## src/rtl/uart_rx_cfg_pkg.sv

```systemverilog
// uart_rx_cfg_pkg: shared UART receiver definitions (baud divider width, FSM states, word-length encoding).
package uart_rx_cfg_pkg;

    localparam int UART_BAUD_DIV_W = 16;

    typedef enum logic [2:0] {
        IDLE,
        START,
        DATA,
        PARITY,
        STOP,
        WAIT_HIGH
    } rx_state_e;

    typedef enum logic [1:0] {
        DB5 = 2'b00,
        DB6 = 2'b01,
        DB7 = 2'b10,
        DB8 = 2'b11
    } data_bits_e;

    // Index of the final data bit for a given word-length code (5..8 bits -> 4..7).
    function automatic logic [2:0] last_bit_idx(input data_bits_e db);
        return {1'b0, db} + 3'd4;
    endfunction

endpackage

```

## src/rtl/uart_rx_fifo.sv

```systemverilog
// uart_rx_fifo: first-word-fall-through receive FIFO; head is zero while empty.
module uart_rx_fifo #(
    parameter int WIDTH = 10,
    parameter int DEPTH = 8
) (
    input  logic                     clk,
    input  logic                     rst,
    input  logic                     wr_en_i,
    input  logic [WIDTH-1:0]         wr_data_i,
    input  logic                     rd_en_i,
    output logic [WIDTH-1:0]         rd_data_o,
    output logic                     valid_o,
    output logic                     full_o,
    output logic [$clog2(DEPTH):0]   count_o
);
    localparam int AW = $clog2(DEPTH);

    logic [WIDTH-1:0] mem_q [DEPTH];
    logic [AW-1:0]    wr_ptr_q;
    logic [AW-1:0]    rd_ptr_q;
    logic [AW:0]      count_q;
    logic             do_wr;
    logic             do_rd;

    assign valid_o   = count_q != '0;
    assign full_o    = count_q == (AW+1)'(DEPTH);
    assign do_rd     = rd_en_i & valid_o;
    // A full FIFO still accepts a write when the same cycle frees a slot.
    assign do_wr     = wr_en_i & (~full_o | do_rd);
    assign rd_data_o = valid_o ? mem_q[rd_ptr_q] : '0;
    assign count_o   = count_q;

    always_ff @(posedge clk) begin
        if (do_wr) mem_q[wr_ptr_q] <= wr_data_i;
    end

    always_ff @(posedge clk) begin
        if (rst) begin
            wr_ptr_q <= '0;
            rd_ptr_q <= '0;
            count_q  <= '0;
        end else begin
            if (do_wr) wr_ptr_q <= wr_ptr_q + 1'b1;
            if (do_rd) rd_ptr_q <= rd_ptr_q + 1'b1;
            count_q <= count_q + {{AW{1'b0}}, do_wr} - {{AW{1'b0}}, do_rd};
        end
    end

endmodule

```

## src/rtl/uart_rx_cfg.sv

```systemverilog
// uart_rx_cfg: configurable UART receiver (5-8 data bits, optional parity, 1/2 stop bits)
// with break detection feeding a receive FIFO of {ferr, perr, data} words.
module uart_rx_cfg
    import uart_rx_cfg_pkg::*;
#(
    parameter int FIFO_DEPTH = 8,
    parameter int BAUD_DIV_W = UART_BAUD_DIV_W
) (
    input  logic                          clk,
    input  logic                          rst,
    input  logic                          rx,
    input  logic [BAUD_DIV_W-1:0]         baud_div,
    input  logic [1:0]                    data_bits,
    input  logic                          parity_en,
    input  logic                          parity_odd,
    input  logic                          stop2,
    input  logic                          rd_en,
    output logic                          rd_valid,
    output logic [7:0]                    rd_data,
    output logic                          rd_perr,
    output logic                          rd_ferr,
    output logic [$clog2(FIFO_DEPTH):0]   fifo_count,
    output logic                          overrun,
    input  logic                          clr_overrun,
    output logic                          break_det
);
    logic                  sync1_q, sync2_q;
    rx_state_e             state_q, state_d;
    logic [BAUD_DIV_W-1:0] cnt_q, cnt_d;
    logic [7:0]            data_q, data_d;
    logic [2:0]            idx_q, idx_d;
    data_bits_e            bits_q, bits_d;
    logic                  par_en_q, par_en_d;
    logic                  par_odd_q, par_odd_d;
    logic                  stop2_q, stop2_d;
    logic                  par_bit_q, par_bit_d;
    logic                  perr_q, perr_d;
    logic                  ferr_q, ferr_d;
    logic                  stop_n_q, stop_n_d;
    logic                  push_q, push_d;
    logic [9:0]            word_q, word_d;
    logic                  brk_q, brk_d;
    logic                  overrun_q, overrun_d;
    logic                  tick;
    logic                  fe;
    logic                  brk;
    logic                  full;
    logic [9:0]            head;

    assign tick = cnt_q == '0;
    assign fe   = ferr_q | ~sync2_q;
    assign brk  = (data_q == 8'h00) & ~(par_en_q & par_bit_q) & fe;

    always_comb begin
        state_d   = state_q;
        cnt_d     = tick ? baud_div : cnt_q - 1'b1;
        data_d    = data_q;
        idx_d     = idx_q;
        bits_d    = bits_q;
        par_en_d  = par_en_q;
        par_odd_d = par_odd_q;
        stop2_d   = stop2_q;
        par_bit_d = par_bit_q;
        perr_d    = perr_q;
        ferr_d    = ferr_q;
        stop_n_d  = stop_n_q;
        push_d    = 1'b0;
        word_d    = word_q;
        brk_d     = 1'b0;
        case (state_q)
            IDLE: begin
                cnt_d = cnt_q;
                if (!sync2_q) begin
                    state_d   = START;
                    cnt_d     = baud_div >> 1;
                    bits_d    = data_bits_e'(data_bits);
                    par_en_d  = parity_en;
                    par_odd_d = parity_odd;
                    stop2_d   = stop2;
                    data_d    = 8'h00;
                    idx_d     = 3'd0;
                    par_bit_d = 1'b0;
                    perr_d    = 1'b0;
                    ferr_d    = 1'b0;
                    stop_n_d  = 1'b0;
                end
            end
            START: begin
                if (tick) state_d = sync2_q ? IDLE : DATA;
            end
            DATA: begin
                if (tick) begin
                    data_d[idx_q] = sync2_q;
                    idx_d         = idx_q + 3'd1;
                    if (idx_q == last_bit_idx(bits_q)) state_d = par_en_q ? PARITY : STOP;
                end
            end
            PARITY: begin
                if (tick) begin
                    par_bit_d = sync2_q;
                    perr_d    = (^data_q ^ sync2_q) != par_odd_q;
                    state_d   = STOP;
                end
            end
            STOP: begin
                if (tick) begin
                    ferr_d = fe;
                    if (stop2_q && !stop_n_q) begin
                        stop_n_d = 1'b1;
                    end else begin
                        // Break frames already carry all-zero data, so the word needs no special casing.
                        push_d  = 1'b1;
                        word_d  = {fe, perr_q, data_q};
                        brk_d   = brk;
                        state_d = fe ? WAIT_HIGH : IDLE;
                    end
                end
            end
            WAIT_HIGH: begin
                if (sync2_q) state_d = IDLE;
            end
            default: state_d = IDLE;
        endcase
    end

    assign overrun_d = clr_overrun ? 1'b0 : (overrun_q | (push_q & full & ~rd_en));

    always_ff @(posedge clk) begin
        if (rst) begin
            sync1_q   <= 1'b1;
            sync2_q   <= 1'b1;
            state_q   <= IDLE;
            cnt_q     <= '0;
            data_q    <= 8'h00;
            idx_q     <= 3'd0;
            bits_q    <= DB8;
            par_en_q  <= 1'b0;
            par_odd_q <= 1'b0;
            stop2_q   <= 1'b0;
            par_bit_q <= 1'b0;
            perr_q    <= 1'b0;
            ferr_q    <= 1'b0;
            stop_n_q  <= 1'b0;
            push_q    <= 1'b0;
            word_q    <= 10'h000;
            brk_q     <= 1'b0;
            overrun_q <= 1'b0;
        end else begin
            sync1_q   <= rx;
            sync2_q   <= sync1_q;
            state_q   <= state_d;
            cnt_q     <= cnt_d;
            data_q    <= data_d;
            idx_q     <= idx_d;
            bits_q    <= bits_d;
            par_en_q  <= par_en_d;
            par_odd_q <= par_odd_d;
            stop2_q   <= stop2_d;
            par_bit_q <= par_bit_d;
            perr_q    <= perr_d;
            ferr_q    <= ferr_d;
            stop_n_q  <= stop_n_d;
            push_q    <= push_d;
            word_q    <= word_d;
            brk_q     <= brk_d;
            overrun_q <= overrun_d;
        end
    end

    uart_rx_fifo #(
        .WIDTH (10),
        .DEPTH (FIFO_DEPTH)
    ) u_fifo (
        .clk       (clk),
        .rst       (rst),
        .wr_en_i   (push_q),
        .wr_data_i (word_q),
        .rd_en_i   (rd_en),
        .rd_data_o (head),
        .valid_o   (rd_valid),
        .full_o    (full),
        .count_o   (fifo_count)
    );

    assign rd_data   = head[7:0];
    assign rd_perr   = head[8];
    assign rd_ferr   = head[9];
    assign overrun   = overrun_q;
    assign break_det = brk_q;

endmodule

```

## config.mk

```make
export PLATFORM = sky130hd
export DESIGN_NAME = uart_rx_cfg
export DESIGN_NICKNAME = d
export VERILOG_FILES = /design/src/rtl/uart_rx_cfg_pkg.sv /design/src/rtl/uart_rx_fifo.sv /design/src/rtl/uart_rx_cfg.sv
export SDC_FILE = /design/constraint.sdc
export NUM_CORES = 1
export LEC_CHECK = 0
export CORE_ASPECT_RATIO = 1.5
export CORE_MARGIN = 5
export CORE_UTILIZATION = 45
export CTS_BUF_LIST = sky130_fd_sc_hd__clkbuf_8
export DETAILED_ROUTE_END_ITERATION = 10
export GPL_ROUTABILITY_DRIVEN = 0
export RECOVER_POWER = 100
export SKIP_LAST_GASP = 1
export SYNTH_ARGS = -nofsm -noshare
export SYNTH_HDL_FRONTEND = slang
export SYNTH_SLANG_ARGS = --single-unit
```

## constraint.sdc

```tcl
create_clock -name clk -period 2.5 [get_ports clk]
set_input_delay 0.375 -clock clk [delete_from_list [all_inputs] [get_ports clk]]
set_output_delay 0.375 -clock clk [all_outputs]
set_load 0.01 [all_outputs]
```

; ---- Yosys cells after proc, flatten, opt, wreduce, memory -nomap -nowiden
; Memories as Yosys holds them, arrays and structs flattened. A register that Yosys moved wholly into a read port is not among the register bits.
; Index checks and enable logic that the tools add are counted.
[totals]
reg_bits = 64
ram_bits = 80
inputBits = 26
out_inout_bits = 17
elab_cells = 127
memories = 1
[memory_table]
columns = memory, words, width, read_ports, rd_ports_with_merged_regs, write_ports, line
row1 = u_fifo.mem_q, 8, 10, 1, 1, 1, uart_rx_fifo.sv:18  ; logic [WIDTH-1:0] mem_q [DEPTH];
[op_classes]
n_addsub = 7
order_cmp = 2
n_eq_ne = 17
muxes = 40
bitwise_logic = 18
n_reduce_logical = 21
[op_table]
columns = op, count
row1 = $mux 16, 3
row2 = $mux 3, 14
row3 = $ne 2x2->1 const B, 9
row4 = $pmux 3 s6, 1
row5 = $logic_not 16->1, 1
row6 = $mux 8, 2
row7 = $pmux 8 s2, 1
row8 = $sub 16x1->16 const B, 1
row9 = $reduce_and 3->1, 4
row10 = $mux 1, 10
row11 = $mux 10, 1
row12 = $add 3x1->3 const B, 3
row13 = $bwmux 8, 1
row14 = $logic_not 8->1, 1
row15 = $pmux 1 s2, 4
row16 = $reduce_and 8->1, 1
row17 = $reduce_xor 8->1, 1
row18 = $and 1x1->1, 7
row19 = $not 1->1, 7
row20 = $eq 3x2->1 const B, 2
row21 = $eq 3x3->1 const B, 2
row22 = $pmux 3 s2, 1
row23 = $reduce_bool 2->1, 3
row24 = $add 4x1->4, 1
row25 = other kinds (21), 24

; ---- Logic depth before layout (Yosys ltp)
[logic_depth]
depth_word = 7
ltp_mapped = 11
mapped_depth_nobuf = 11

; ---- Cells and area by module
; Synthesis repeated with hierarchy kept, for this count alone.
[hier_totals]
hier_cells = 578
hier_area_um2 = 6769.0
[by_module_without_submodules]
columns = module, instances, cells_each, area_per_inst_um2, seq_area_each_um2
row1 = uart_rx_fifo, 1, 200, 3699.8, 2662.6
row2 = uart_rx_cfg, 1, 378, 3069.2, 1081.0

; ---- Worst setup path before layout
; Ideal clock, no wire load.
[synth_path]
path_type = register to register
start = reg u_fifo.count_q[2], in the netlist u_fifo.count_o[2]
end = mem u_fifo.mem_q[1][0], enable pin
setup_ps = 390
arrival_ps = 2054
setup_slack_ps = 57
stages_incl_launch_ff = 7
period_less_slack_ps = 2443
path_cell_list = dfxtp_1 > inv_1 > ha_1 > nand2b_1 > a21boi_1 > nand2_1 > nor3_1
[synth_between]
elab_chain_len = 6
elab_cells_between_ends = 8
cone_classes = 1 x eq/ne / 2 x mux / 4 x bitwise / 1 x reduce/logical
[synth_lines]
columns = item, line
row1 = start: declaration, uart_rx_fifo.sv:21  ; logic [AW:0] count_q;
row2 = start signal: assignment, uart_rx_fifo.sv:45  ; count_q <= count_q + {{AW{1'b0}}, do_wr} - {{AW{1'b0}}, do_rd};
row3 = $reduce_bool 4->1 or $eq 4x4->1 (tied branches), "uart_rx_fifo.sv:25, uart_rx_fifo.sv:26"
row4 = $and 1x1->1 or $not 1->1 (tied branches), "uart_rx_fifo.sv:27, uart_rx_fifo.sv:29"
row5 = $or 1x1->1 (*), uart_rx_fifo.sv:29  ; assign do_wr = wr_en_i & (~full_o | do_rd);
row6 = $and 1x1->1 (*), uart_rx_fifo.sv:29
row7 = net u_fifo.do_wr, uart_rx_fifo.sv:22  ; logic do_wr;
row8 = $mux 1 (*), uart_rx_fifo.sv:34  ; if (do_wr) mem_q[wr_ptr_q] <= wr_data_i;
row9 = $mux 1 (not written as such) (*), uart_rx_fifo.sv:34
row10 = end: declaration, uart_rx_fifo.sv:18
; Mark *: on every way through the listed nets, which the timed path passes. The rest lies on a longest branch.

; ---- Final worst setup path
[layout_path]
start = reg cnt_q[7]
end = reg state_q[2]
[layout_between]
elab_chain_len = 3
elab_cells_between_ends = 6
cone_classes = 4 x eq/ne / 2 x reduce/logical
[layout_lines]
columns = item, line
row1 = start: declaration, uart_rx_cfg.sv:29  ; logic [BAUD_DIV_W-1:0] cnt_q, cnt_d;
row2 = start signal: assignment, uart_rx_cfg.sv:152  ; cnt_q <= cnt_d;
row3 = $logic_not 16->1 (*), uart_rx_cfg.sv:50  ; assign tick = cnt_q == '0;
row4 = $ne 2x2->1 (no line), n/a
row5 = $reduce_and 8->1 (no line) (*), n/a
row6 = end signal: assignment, uart_rx_cfg.sv:151  ; state_q <= state_d;
row7 = end: declaration, uart_rx_cfg.sv:28  ; rx_state_e state_q, state_d;
; Mark *: on every way between the ends. The rest lies on a longest branch, timed or not.
; A chain may end at the register's enable or synchronous reset.

==> impl_results.md <==
* Port-buffer cells at 42
* Via count at 4473
* Synthesized cell area at 0.00671 mm^2
* Fin. max-slew vios at 0
* Worst-Margin Slew at 1270 ps
* Initial antenna violation count at 0
* Yosys reg bits at 147
* Max VDD drop at 0.554 mV
* Skew final at 16.5 ps
* Share of cells above drive strength 1 at 17.1%
* Largest net degree at the start of global routing at 28
* N_diodes at 0
* 1st-iter DRT viols at 229
* Routed vias/inst at 5.41
* Highest Clock Rate at 414 MHz
* Async set-or-reset flop fraction in the synthesized netlist at 0%
* Leak pwr at 2.79 nW
* Placed Area at 0.00750 mm^2
* Hold Path Depth at 2
* CP Max Fanout at 7
* Die X at 110 um
* Gate power share at 37.5%
* Worst Path Arrival at 2690 ps
* CP cell instances: or4_1, or4_4, a32oi_4, and2_2, a211oi_2
* Hold Crit Start: rst
* H-tree levels at 4
* # setup viols final at 0
* HP Class: in2reg
* Unique masters post-synth at 60
* Mean post-synth cell area at 12.1 um^2
* Mapped Cells at 553
* Worst r2r dst: state_q[2]
* Power share of the sequential group at 38.3%
* Die ar. at 0.0175 mm^2
* CP delay by family, top: simple AND/OR/NAND/NOR gates
* Final HPWL DP at 9970 um
* Most common flop cell mapped by yosys: edfxtp_1
* Vias in the first global route at 4539
* Worst reg2reg setup slack at 80 ps
* Total CTS buffers at 17
* CTS tree: done
* CTS Sinks at 147
* # Post-CTS Setup Buffers at 0
* Routed WL at 14500 um
* Internal power at 4.91 mW
* Critical path's slowest cell: or4_1
* I/O pin cnt at 43
* Critical Path RT at 2770 ps
* Wire per inst at 17.5 um
* Worst Hold Path EP: par_en_q
* Antenna-violating nets left at 0
* Final Power at 7.55 mW
* Worst-skew pair later-pin latency at 440 ps
* Sw power at 2.64 mW
* Initial Util at 46.0%
* Area Growth Syn to Fin at 17.9%
* Crit Path Class: reg2reg
* Critical register-to-register path startpoint: cnt_q[7]
* Number of max-cap violations at 0
* Syn nets at 595
* DR DRC count at 0
* Max Buffers Root-to-Sink at 2
* Outcome: finished clean
* Slew headroom at 15.2%
* Register clock-pin slew on the reported worst setup and hold paths at 100 ps
* First-pass GRT wire length at 23100 um
* RSZ-0062 raised after global routing: true
* Final nets at 660
* Number of fill cells at 1312
* Clk root buf: clkbuf_8
* Gr ovfl total at 0
* Crit start category: flop
* Worst path max stage delay at 670 ps
* Final hold viol count at 0
* Core Rows at 54
* Worst Setup End Kind: flop
* Worst path buffer plus inverter count at 0
* Layout Utilization at 54.2%
* Post-synth EDFFs at 80
* Period utilisation layout at 96.7%
* Clock power frac at 24.2%
* Power per cell area at 954 mW/mm^2
* Min Tclk post-route at 2420 ps
* Seq/Total Area, Yosys at 55.8%
* Gr usage total at 17.2%
* Height of the die at 160 um
* Finished Cell Area at 0.00791 mm^2
* Switching share of total power at 34.9%
* TritonRoute pass-1 iters at 5
* Core region area at 0.0146 mm^2
* Synth warn at 0
* Area of the multi-input gates at 0.00275 mm^2
* FF/Latch Area at 0.00375 mm^2
* Reg2reg path depth at 5
-- cell families after synthesis --
group / synth area share [%]
AO/OA/AOI/OAI: 8.98
XOR/XNOR: 2.87
adder cells (fa/ha/maj): 3.09
buffers and inverters: 3.32
flip-flops: 55.8
multiplexers: 12.6
AND/OR/NAND/NOR: 13.4
-- power by group through the flow --
stage | Clock, mW | Sequential (mW) | Combinational, mW
2_1_floorplan | 0 | 2.87 | 1.97
3_3_place_gp | 0 | 2.90 | 2.79
3_5_place_dp | 0 | 2.91 | 2.85
4_1_cts | 1.87 | 2.88 | 2.84
5_1_grt | 2.00 | 2.92 | 3.11
6_report | 1.83 | 2.89 | 2.83
-- cells in the mapped netlist, drive strengths merged, types with 2 or more instances --
cell	number	share of area, %
a211oi	11	1.4
a21o	3	0.34
a21oi	24	1.8
a311oi	2	0.26
a31oi	2	0.19
buf	7	0.67
clkbuf	25	1.4
dfxtp	67	20
edfxtp	80	36
ha	15	2.8
inv	22	1.2
mux2	4	0.67
mux2i	35	5.2
mux4	20	6.7
nand2	35	2.0
nand2b	6	0.56
nand3	8	0.60
nand3b	5	0.56
nand4b	2	0.26
nor2	54	3.3
nor2b	7	0.65
nor3	15	1.1
nor3b	5	0.56
nor4	7	1.1
nor4b	3	0.39
o211ai	7	0.78
o21a	4	0.45
o21ai	14	1.0
o22ai	2	0.19
o311ai	2	0.26
o31ai	2	0.22
o32ai	5	0.65
o41ai	2	0.26
or2	5	0.47
or3	6	0.56
or3b	2	0.26
or4	4	0.56
xnor2	15	2.0
xor2	7	0.91
-- cell type report --
type	instances	share of cell area [%]
Clock buffer	17	2.96
Timing Repair Buffer	78	8.71
Multi-Input combinational cell	352	34.7
Tap cell	196	3.10
Clock inverter	15	2.12
Sequential cell	147	47.4
Inverter	22	1.04
-- per-layer routing --
layer	global-route usage (%)	part of all wire, %	up-vias
met3	4.02	3.6	15
met1	19.4	38	2183
met4	5.39	1.4	0
li1	-	-	2185
met5	0	0	-
met2	31.4	57	90
-- through the flow --
step,std cells,TNS [ps],setup WS [ps],hold WS (ps)
global placement,793,0,154,396
finish,827,0,81.6,363
global route,827,-81.9,-23.8,351
floorplan,553,0,56.5,389
detailed placement,793,0,91.8,405
CTS,826,0,52.7,343
-- sequential cells by signal, indices dropped and copies added (netlist names), 4 cells and up, named ones only --
| register | count |
|---|---|
| u_fifo.count_o | 4 |
| data_q | 8 |
| word_q | 10 |
| cnt_q | 16 |
| u_fifo.mem_q | 80 |
-- layout by cell type, fill, tap and decap left out, drive strengths merged, types with 5 or more instances in the layout --
cell type	instances
xor2	7
o32ai	5
nor2	54
nand3	8
or2	5
o211ai	7
nor3b	5
clkdlybuf4s50	25
dlygate4sd2	9
buf	23
nor2b	7
o21ai	14
xnor2	15
nor3	15
ha	15
nand2	35
a211oi	11
mux4	20
a21oi	24
dlygate4sd3	6
mux2i	35
dfxtp	67
nor4	7
or3	6
nand2b	6
nand3b	5
clkbuf	31
edfxtp	80
inv	30
-- worst max-delay path by stage --
| stage | startpoint | to | slack, ps | cells past startpoint |
|---|---|---|---|---|
| after detailed placement | cnt_q[1] | word_q[8] | 90 | 7 |
| after CTS | flop | rd_data[6] | 50 | 5 |
| after global placement | cnt_q[1] | cnt_q[14] | 150 | 8 |
| after floorplan | u_fifo.count_o[2] | u_fifo.mem_q[1][0] | 60 | 6 |
| after global routing | cnt_q[1] | data_q[4] | -20 | 7 |
| final | cnt_q[7] | state_q[2] | 80 | 5 |
-- what timing repair did --
action	CTS	global route
hold buffers	0	0
cloned	1	1
endpoints found under the setup margin	11	15
pin swaps	0	2
gates resized for setup	14	3
Power figures use the tool's default switching activity.
